File: config.mk
export PLATFORM = sky130hd
export DESIGN_NAME = mdu_iter
export DESIGN_NICKNAME = d
export VERILOG_FILES = /design/src/rtl/mdu_iter.sv
export SDC_FILE = /design/constraint.sdc
export NUM_CORES = 1
export LEC_CHECK = 0
export BUFFER_PORTS_ARGS = -buffer_cell sky130_fd_sc_hd__buf_2
export CORE_MARGIN = 2
export CORE_UTILIZATION = 25
export DETAILED_ROUTE_END_ITERATION = 10
export PLACE_DENSITY_LB_ADDON = 0.2
export SLEW_MARGIN = 20
export SYNTH_ARGS = -nofsm -noshare
export SYNTH_HDL_FRONTEND = slang
export SYNTH_SLANG_ARGS = --single-unit
File: constraint.sdc
create_clock -name clk -period 4.8 [get_ports clk]
set_clock_uncertainty 0.15 [all_clocks]
set_input_delay 0.24 -clock clk [delete_from_list [all_inputs] [get_ports clk]]
set_output_delay 0.24 -clock clk [all_outputs]
set_load 0.05 [all_outputs]
File: src/rtl/mdu_iter.sv
// rtl/mdu_iter.sv - iterative RISC-V M-extension multiply/divide unit
// Radix-2 shift-add multiply and restoring divide, one bit per cycle.
module mdu_iter #(
  parameter  int XLEN  = 32,
  localparam int CNT_W = $clog2(XLEN) + 1
) (
  input  logic            clk,
  input  logic            rst,
  input  logic            flush,
  input  logic            in_valid,
  output logic            in_ready,
  input  logic [2:0]      in_op,
  input  logic [XLEN-1:0] in_a,
  input  logic [XLEN-1:0] in_b,
  output logic            out_valid,
  input  logic            out_ready,
  output logic [XLEN-1:0] out_result,
  output logic            busy
);

  typedef enum logic [1:0] {
    S_IDLE = 2'd0,
    S_BUSY = 2'd1,
    S_DONE = 2'd2
  } state_t;

  state_t            state_q, state_d;
  logic [CNT_W-1:0]  cnt_q, cnt_d;
  logic [2:0]        op_q, op_d;
  logic              sign_a_q, sign_a_d;
  logic              sign_b_q, sign_b_d;
  logic              special_q, special_d;
  logic [XLEN-1:0]   opnd_q, opnd_d;
  logic [2*XLEN-1:0] acc_q, acc_d;

  // Operand conditioning at the accept edge
  logic            a_signed, b_signed, a_neg, b_neg;
  logic [XLEN-1:0] mag_a, mag_b;
  logic            div_zero, div_ovf, is_special;
  logic [XLEN-1:0] special_val;

  always_comb begin
    a_signed = (in_op == 3'b001) || (in_op == 3'b010) ||
               (in_op == 3'b100) || (in_op == 3'b110);
    b_signed = (in_op == 3'b001) || (in_op == 3'b100) || (in_op == 3'b110);
    a_neg    = a_signed & in_a[XLEN-1];
    b_neg    = b_signed & in_b[XLEN-1];
    mag_a    = a_neg ? -in_a : in_a;
    mag_b    = b_neg ? -in_b : in_b;
    div_zero = in_op[2] && (in_b == '0);
    div_ovf  = in_op[2] && !in_op[0] && (in_b == '1) &&
               (in_a == {1'b1, {(XLEN-1){1'b0}}});
    is_special = div_zero || div_ovf;
    if (div_zero) begin
      special_val = in_op[1] ? in_a : '1;
    end else begin
      special_val = in_op[1] ? '0 : in_a;
    end
  end

  // One iteration of each algorithm
  logic [XLEN:0]     mul_sum;
  logic [2*XLEN:0]   mul_tmp;
  logic [2*XLEN-1:0] mul_next;
  logic [2*XLEN:0]   div_shift;
  logic [XLEN+1:0]   div_trial;
  logic [2*XLEN-1:0] div_next;

  always_comb begin
    mul_sum   = {1'b0, acc_q[2*XLEN-1:XLEN]} + {1'b0, opnd_q};
    mul_tmp   = acc_q[0] ? {mul_sum, acc_q[XLEN-1:0]} : {1'b0, acc_q};
    mul_next  = mul_tmp[2*XLEN:1];
    div_shift = {acc_q, 1'b0};
    div_trial = {1'b0, div_shift[2*XLEN:XLEN]} - {2'b00, opnd_q};
    // A set top bit means the trial subtraction borrowed; keep the shifted value.
    if (div_trial[XLEN+1]) begin
      div_next = div_shift[2*XLEN-1:0];
    end else begin
      div_next = {div_trial[XLEN-1:0], div_shift[XLEN-1:1], 1'b1};
    end
  end

  always_comb begin
    state_d   = state_q;
    cnt_d     = cnt_q;
    op_d      = op_q;
    sign_a_d  = sign_a_q;
    sign_b_d  = sign_b_q;
    special_d = special_q;
    opnd_d    = opnd_q;
    acc_d     = acc_q;
    case (state_q)
      S_IDLE: begin
        if (in_valid && !flush) begin
          op_d     = in_op;
          sign_a_d = a_neg;
          sign_b_d = b_neg;
          cnt_d    = '0;
          if (is_special) begin
            state_d   = S_DONE;
            special_d = 1'b1;
            acc_d     = {{XLEN{1'b0}}, special_val};
          end else begin
            state_d   = S_BUSY;
            special_d = 1'b0;
            opnd_d    = in_op[2] ? mag_b : mag_a;
            acc_d     = {{XLEN{1'b0}}, (in_op[2] ? mag_a : mag_b)};
          end
        end
      end
      S_BUSY: begin
        cnt_d = cnt_q + CNT_W'(1);
        acc_d = op_q[2] ? div_next : mul_next;
        if (cnt_q == CNT_W'(XLEN - 1)) begin
          state_d = S_DONE;
        end
      end
      S_DONE: begin
        if (out_ready) begin
          state_d = S_IDLE;
        end
      end
      default: state_d = S_IDLE;
    endcase
    if (flush) begin
      state_d = S_IDLE;
    end
  end

  always_ff @(posedge clk) begin
    if (rst) begin
      state_q   <= S_IDLE;
      cnt_q     <= '0;
      op_q      <= '0;
      sign_a_q  <= 1'b0;
      sign_b_q  <= 1'b0;
      special_q <= 1'b0;
      opnd_q    <= '0;
      acc_q     <= '0;
    end else begin
      state_q   <= state_d;
      cnt_q     <= cnt_d;
      op_q      <= op_d;
      sign_a_q  <= sign_a_d;
      sign_b_q  <= sign_b_d;
      special_q <= special_d;
      opnd_q    <= opnd_d;
      acc_q     <= acc_d;
    end
  end

  // Sign fixup from registered magnitudes, then result selection
  logic [2*XLEN-1:0] prod_fix;
  logic [XLEN-1:0]   quo_fix, rem_fix, calc_result;

  always_comb begin
    prod_fix = (sign_a_q ^ sign_b_q) ? -acc_q : acc_q;
    quo_fix  = (sign_a_q ^ sign_b_q) ? -acc_q[XLEN-1:0] : acc_q[XLEN-1:0];
    rem_fix  = sign_a_q ? -acc_q[2*XLEN-1:XLEN] : acc_q[2*XLEN-1:XLEN];
    if (op_q[2]) begin
      calc_result = op_q[1] ? rem_fix : quo_fix;
    end else if (op_q[1:0] == 2'b00) begin
      calc_result = prod_fix[XLEN-1:0];
    end else begin
      calc_result = prod_fix[2*XLEN-1:XLEN];
    end
  end

  assign in_ready   = (state_q == S_IDLE);
  assign busy       = (state_q != S_IDLE);
  assign out_valid  = (state_q == S_DONE);
  assign out_result = (state_q == S_DONE) ?
                      (special_q ? acc_q[XLEN-1:0] : calc_result) : '0;

endmodule

==> reports/qor.log, run 1 <==
[clock_network] clock slew seen by the registers of the worst setup and hold paths 0.08 ns
[global_route] wire length of the first global-routing pass 103000 µm
[global_route] total routing usage reported by global routing 22.5%
[timing] highest achievable clock rate 217 MHz
[clock_network] clock tree from TritonCTS done
[global_route] total congestion overflow after global routing 0
[clock_network] number of H-tree levels 3
[power_and_ir_drop] leakage 6.51 nW
[die] area of the die 60400 µm²
[global_route] maximum number of pins on one net before global-route repair 57
[yosys] Synth Area in Compound Gates 34.3%
[layout] filler cell count 6530
[power_and_ir_drop] total power after layout 3.49 mW
[yosys] number of synthesis warnings 0
[yosys] Netlist Area Pre-Place 14600 µm²
[clock_network] Clock Path Buffers 2
[timing] slew at the pin closest to its max-slew limit 1.22 ns
[die] initial standard-cell utilization of the core 25.3%
[flow_run] MaxCap Viol Count 0
[layout] layout overhead on the synthesized area 12.3%
[yosys] commonest register cell after synthesis sky130_fd_sc_hd__dfxtp_1
[worst_setup_path] number of cells traversed by the worst register-to-register path 11
[worst_setup_path] beginning of the worst register-to-register path acc_q[35]
[drt] wire length per cell after detailed routing 23.6 µm
[layout] share of post-route cells with drive strength above 1 11.9%
[drt] Pre-Repair DR Iteration Count 5
[worst_setup_path] Worst setup SP type flip-flop
[power_and_ir_drop] Pwr per Cell Area 213 nW/µm²
[placement] detailed-placement wirelength estimate 53900 µm
[layout] net count of the finished layout 2321
[yosys] Post-synth EDFFs 0
[yosys] sequential area share after synthesis 15.1%
[yosys] top cells by area, synth sky130_fd_sc_hd__dfxtp_1 15%, sky130_fd_sc_hd__a21oi_1 8.3%, sky130_fd_sc_hd__o21ai_0 6.4%, sky130_fd_sc_hd__ha_1 6.0%, sky130_fd_sc_hd__xnor2_1 5.6%
[layout] most common cell after layout, fill and taps aside sky130_fd_sc_hd__a21oi_1
[yosys] post-synthesis xor/xnor area fraction 10.1%
[worst_setup_path] critical path capture point type output port
[layout] # diodes 0
[timing] worst slew slack as a fraction of its limit 17.9%
[worst_setup_path] class of the most critical setup path reg2out
[yosys] flop and latch count out of synthesis 110
[drt] total vias in the final route 17100
[timing] time the worst path needs with I/O delays and setup 4.60 ns
[clock_network] cts bufs inserted 9
[yosys] post-synthesis adder-cell area fraction 6.27%
[yosys] area share of the leading cell type in the synthesized netlist 15.1%
[status] outcome completed
[die] core area 57700 µm²
[timing] Hold Fails Final Rpt 0
[power_and_ir_drop] peak ir drop on the vdd network 0.168 mV
[yosys] Avg Cell Area, Syn 6.77 µm²
[worst_setup_path] CP required 4.41 ns
[yosys] simple-gate share of the synthesized area 24.1%
[drt] final wirelength 69400 µm
[worst_setup_path] cell breakdown of the critical path or4_1 > or4_4 > nor3_1 > nand3_1 > or3_1 > o311ai_0 > a21oi_1 > a211oi_1 > a21o_1 > buf_2
[yosys] library cells used by synthesis 82
[placement] final weighted congestion in routability-driven placement 0.962
[timing] Final setup viols 0
[clock_network] post-CTS setup-driven buffer insertion count 0
[min_path] kind of path behind the tightest hold check in2reg
[yosys] main combinational cell family by area after synthesis compound AO/OA/AOI/OAI gates
[timing] Setup TNS 0 ns
[global_route] via count of the first global-routing pass 16000
[worst_setup_path] terminus of the critical flop-to-flop path acc_q[61]
[global_route] number of antenna violations at the first check in global routing 1
[die] Die Span Y 246 µm
[layout] commonest non-fill, non-tap cells in the layout 240 x sky130_fd_sc_hd__a21oi_1, 216 x sky130_fd_sc_hd__nand2_1, 187 x sky130_fd_sc_hd__o21ai_0
[yosys] fraction of synthesized area in multiplexers 3.64%
[worst_setup_path] Worst setup startpoint acc_q[6]
[worst_setup_path] CP max-delay cell sky130_fd_sc_hd__or4_1
[drt] Iter 0 DRT Violations 1686
[worst_setup_path] CP peak stage delay 0.68 ns
[yosys] syn_nets 2302
[yosys] cell accounting for the most synthesized area sky130_fd_sc_hd__dfxtp_1
[drt] number of nets with antenna violations after routing 0
[die] IO Pins 107
[yosys] proportion of register bits with asynchronous set or reset after synthesis 0%
[clock_network] Root Buffer sky130_fd_sc_hd__clkbuf_16
[yosys] instance count of the mapped netlist 2158
[drt] number of remaining DRC errors 0
[worst_setup_path] data arrival time of the critical path 4.21 ns
[die] floorplan die width 246 µm
[worst_setup_path] largest driver fanout on the critical path 9
[timing] setup repair after global routing missed its margin false
[timing] count of final max-slew check failures 0
[die] standard-cell row count 88
[placement] Port Buffers 106
[clock_network] clock sink count 110
[clock_network] Skew-Pair Late Insertion Delay 0.40 ns
[worst_setup_path] R2R setup slack 0.78 ns
[timing] final worst path period share 95.9%
[worst_setup_path] CP endpoint out_result[28]
[drt] average via count per standard cell 5.79
==> synth_stat cells, types with 18 or more instances <==
master                     number
sky130_fd_sc_hd__a21o_1        40
sky130_fd_sc_hd__a211oi_1      38
sky130_fd_sc_hd__clkbuf_1     142
sky130_fd_sc_hd__nor3_1        54
sky130_fd_sc_hd__a31oi_1       22
sky130_fd_sc_hd__xnor2_1       93
sky130_fd_sc_hd__xor2_1        73
sky130_fd_sc_hd__o21ai_0      187
sky130_fd_sc_hd__mux2i_1       43
sky130_fd_sc_hd__buf_1         18
sky130_fd_sc_hd__or4_1         19
sky130_fd_sc_hd__nand2_1      216
sky130_fd_sc_hd__ha_1          70
sky130_fd_sc_hd__nor4_1        21
sky130_fd_sc_hd__o211ai_1      32
sky130_fd_sc_hd__nor2_1       190
sky130_fd_sc_hd__a221oi_1      26
sky130_fd_sc_hd__o31ai_1       38
sky130_fd_sc_hd__nor2b_1       22
sky130_fd_sc_hd__nand4_1       20
sky130_fd_sc_hd__dfxtp_1      110
sky130_fd_sc_hd__inv_1         73
sky130_fd_sc_hd__or3_1         33
sky130_fd_sc_hd__nand3_1       64
sky130_fd_sc_hd__a21oi_1      241
==> state kept, by name, indices dropped and copies added, names as in the netlist <==
name / flops
sign_b_q: 1
state_q: 2
cnt_q: 6
opnd_q: 32
special_q: 1
sign_a_q: 1
op_q: 3
acc_q: 64
==> metal layers <==
layer / track usage, % / wire length [µm] / vias to the layer above
met5: 0 / 0 / -
met4: 8.47 / 2650 / 0
met3: 2.95 / 4760 / 113
met2: 35.4 / 30500 / 735
met1: 31.0 / 31500 / 8215
li1: - / - / 7987
==> critical path: cells and delay by family, from the launching register on <==
family / cells / cell delay [ns]
flip-flops: 1 / 0.42
AO/OA/AOI/OAI: 4 / 0.64
AND/OR/NAND/NOR: 5 / 2.50
buffers and inverters: 1 / 0.25
==> cell families after synthesis <==
| group | count (synthesis) |
|---|---|
| fa+ha+maj | 72 |
| compound gates | 784 |
| xor+xnor | 167 |
| mux | 52 |
| buf+inv | 249 |
| simple gates | 724 |
| flops | 110 |
==> worst min-delay path by stage <==
stage,depth (start not counted),start,slack [ns],end
after global routing,3,in_op[0],0.05,op_q[0]
after detailed placement,2,flush,0.29,state_q[1]
final,3,in_op[0],0.04,op_q[0]
after floorplan,1,flush,0.17,state_q[0]
after global placement,2,flush,0.29,state_q[0]
after CTS,3,in_op[0],0.02,op_q[0]
==> stage by stage <==
| step | area [µm²] | hold slack (ns) | instances | util, % | worst slack (ns) |
|---|---|---|---|---|---|
| 2_1_floorplan | 14600 | 0.169 | 2158 | - | 0.406 |
| 3_3_place_gp | 16000 | 0.291 | 2930 | 27.8 | 0.167 |
| 3_5_place_dp | 16000 | 0.292 | 2930 | 27.8 | 0.488 |
| 4_1_cts | 16400 | 0.0211 | 2947 | 28.4 | 0.0419 |
| 5_1_grt | 16400 | 0.0505 | 2947 | 28.4 | 0.0318 |
| 6_report | 16400 | 0.0396 | 2947 | 28.4 | 0.196 |
==> layout make-up <==
cell class	instances	area, µm²	share of cell area (%)
clock inverter	7	90.1	0.549
timing repair buffer	184	1120	6.83
clock buffer	9	225	1.37
multi-input combinational	1799	11500	70.3
inverter	73	274	1.67
tap	765	957	5.83
sequential	110	2210	13.5
==> power by group <==
part           switching, mW  leakage, nW  internal [mW]  total [mW]
combinational           1.03         5.45          0.538        1.57
clock                  0.443        0.153          0.419       0.862
sequential             0.103        0.899          0.964        1.07
total                   1.57         6.51           1.92        3.49
==> what timing repair did <==
action,CTS,global route
endpoints found under the setup margin,0,7
endpoints found under the hold margin,2,0
hold buffers,1,0
gates resized for setup,0,6
(Power assumes the default switching activity.)
==> inputs of run 2 (changes only) <==
- clock period: 4.8 -> 5.78 ns (I/O delays scaled with it)
==> run 2 against run 1 <==
Effect of this change: via count fell by 1.4%; non-clock buffer count fell by 28; first-iteration DRC count fell by 4.2%; flip-flop and latch count did not move.
==> reports/qor.log, run 2 (same netlist as run 1, synthesis figures left out) <==
[worst_setup_path] terminus of the critical flop-to-flop path acc_q[62]
[layout] # diodes 0
[drt] final wirelength 67600 µm
[min_path] start point of the worst min-delay path in_op[0]
[drt] wire length per cell after detailed routing 23.2 µm
[clock_network] clock tree from TritonCTS done
[timing] worst slew slack as a fraction of its limit 23.1%
[global_route] wire length of the first global-routing pass 100000 µm
[layout] Largest register FFs 64
[power_and_ir_drop] total power after layout 2.82 mW
[timing] Setup TNS 0 ns
[clock_network] number of H-tree levels 3
[worst_setup_path] CP max-delay cell sky130_fd_sc_hd__or4_1
[placement] number of cells after detailed placement 2902
[layout] most common cell after layout, fill and taps aside sky130_fd_sc_hd__a21oi_1
[clock_network] clock sink count 110
[worst_setup_path] beginning of the worst register-to-register path acc_q[35]
[flow_run] MaxCap Viol Count 0
[global_route] total routing usage reported by global routing 21.8%
[worst_setup_path] CP required 5.34 ns
[placement] Port Buffers 106
[min_path] kind of path behind the tightest hold check in2reg
[clock_network] clock slew seen by the registers of the worst setup and hold paths 0.08 ns
[min_path] worst hold path cell count 3
[worst_setup_path] class of the most critical setup path reg2out
[timing] setup repair after global routing missed its margin false
[status] outcome completed
[die] initial standard-cell utilization of the core 25.3%
[clock_network] Clock Path Buffers 2
[timing] highest achievable clock rate 206 MHz
[die] IO Pins 107
[global_route] total congestion overflow after global routing 0
[worst_setup_path] number of cells traversed by the worst register-to-register path 11
[worst_setup_path] Worst setup SP type flip-flop
[clock_network] cts bufs inserted 9
[global_route] number of antenna violations at the first check in global routing 0
[timing] Final setup viols 0
[placement] detailed-placement wirelength estimate 52500 µm
[power_and_ir_drop] peak ir drop on the vdd network 0.141 mV
[layout] Layout Cells excl Fill 2919
[layout] largest registers in the final layout acc_q: 64 flops, opnd_q: 32 flops, cnt_q: 6 flops
[timing] slew at the pin closest to its max-slew limit 1.15 ns
[worst_setup_path] cell breakdown of the critical path or4_1 > or4_4 > nor3_2 > nand3_1 > or2_1 > a311o_1 > a21oi_1 > a21o_1 > a22o_1 > buf_2
[clock_network] Root Buffer sky130_fd_sc_hd__clkbuf_16
[power_and_ir_drop] Pwr per Cell Area 175 nW/µm²
[timing] time the worst path needs with I/O delays and setup 4.85 ns
[worst_setup_path] critical path capture point type output port
[placement] final weighted congestion in routability-driven placement 0.935
[drt] number of nets with antenna violations after routing 0
[power_and_ir_drop] leakage 6.34 nW
[die] Die Span Y 246 µm
[die] floorplan die width 246 µm
[worst_setup_path] CP peak stage delay 0.67 ns
[drt] average via count per standard cell 5.76
[layout] net count of the finished layout 2293
[die] standard-cell row count 88
[global_route] via count of the first global-routing pass 15700
[timing] worst slack on hold paths 0.0521 ns
[layout] final core utilization 28.0%
[timing] Hold Fails Final Rpt 0
[die] area of the die 60400 µm²
[drt] Pre-Repair DR Iteration Count 5
[worst_setup_path] largest driver fanout on the critical path 13
[layout] layout overhead on the synthesized area 10.5%
[worst_setup_path] data arrival time of the critical path 4.41 ns
[min_path] Worst Hold Path EP op_q[0]
[clock_network] CTS-repair resized insts 0
[drt] number of remaining DRC errors 0
[worst_setup_path] R2R setup slack 1.43 ns
[timing] count of final max-slew check failures 0
[die] core area 57700 µm²
[drt] Iter 0 DRT Violations 1615
[global_route] maximum number of pins on one net before global-route repair 77
[layout] share of post-route cells with drive strength above 1 10.5%
[layout] Top reg by flops acc_q
[layout] commonest non-fill, non-tap cells in the layout 240 x sky130_fd_sc_hd__a21oi_1, 216 x sky130_fd_sc_hd__nand2_1, 187 x sky130_fd_sc_hd__o21ai_0
[drt] total vias in the final route 16800
[clock_network] Skew-Pair Late Insertion Delay 0.40 ns
[timing] final worst path period share 83.9%
[run 2: cell types whose count changed in the layout (fill, tap and decap cells not counted), sizes merged]
cell,before,now
bufinv,1,0
buf,183,155
clkinv,2,3
[run 2: layer usage]
metal	wire length (µm)	vias up	track usage [%]	part of all wire (%)
met5	0	-	0	0
met4	1960	0	6.56	2.9
met3	4410	94	3.02	6.5
met2	30000	679	34.5	44
met1	31300	8106	30.5	46
li1	-	7926	-	-
[run 2: how the worst max path moves through the flow]
| stage | from | end | slack (ns) | cells past startpoint |
|---|---|---|---|---|
| final | acc_q[6] | out_result[21] | 0.93 | 10 |
| after global routing | acc_q[6] | out_result[21] | 0.66 | 10 |
| after CTS | acc_q[6] | out_result[21] | 0.96 | 10 |
| after detailed placement | acc_q[6] | out_result[21] | 1.40 | 10 |
| after global placement | acc_q[6] | out_result[21] | 1.41 | 10 |
| after floorplan | acc_q[6] | out_result[31] | 1.34 | 11 |
[run 2: power by group]
group	total, mW	switching, mW	leakage [nW]	internal [mW]
Combinational	1.24	0.814	5.30	0.430
Sequential	0.903	0.103	0.899	0.800
Clock	0.677	0.369	0.144	0.308
Total	2.82	1.29	6.34	1.54
[run 2: layout make-up]
type,instances,area [µm²]
Clock inverter,7,77.6
Sequential cell,110,2210
Clock buffer,9,225
Tap cell,765,957
Timing Repair Buffer,156,911
Multi-Input combinational cell,1799,11500
Inverter,73,274
Fill cell,6483,41600
[run 2: per-stage QoR]
| step | instance area, µm² | setup WS, ns |
|---|---|---|
| 2_1_floorplan | 14600 | 1.34 |
| 3_5_place_dp | 15800 | 1.40 |
| 5_1_grt | 16100 | 0.664 |
| 3_3_place_gp | 15800 | 1.41 |
| 6_report | 16100 | 0.928 |
| 4_1_cts | 16100 | 0.961 |
[run 2: timing repair]
item,in CTS,in global routing
setup buffers,0,0
hold buffers,1,0
endpoints found under the setup margin,0,0
hold endpoints to repair,2,0
[run 2: worst max-delay path, delay by kind of cell, from the launching register on]
family / cells / cell delay [ns]
simple gates: 5 / 2.48
compound gates: 4 / 0.88
flops: 1 / 0.40
buf+inv: 1 / 0.26
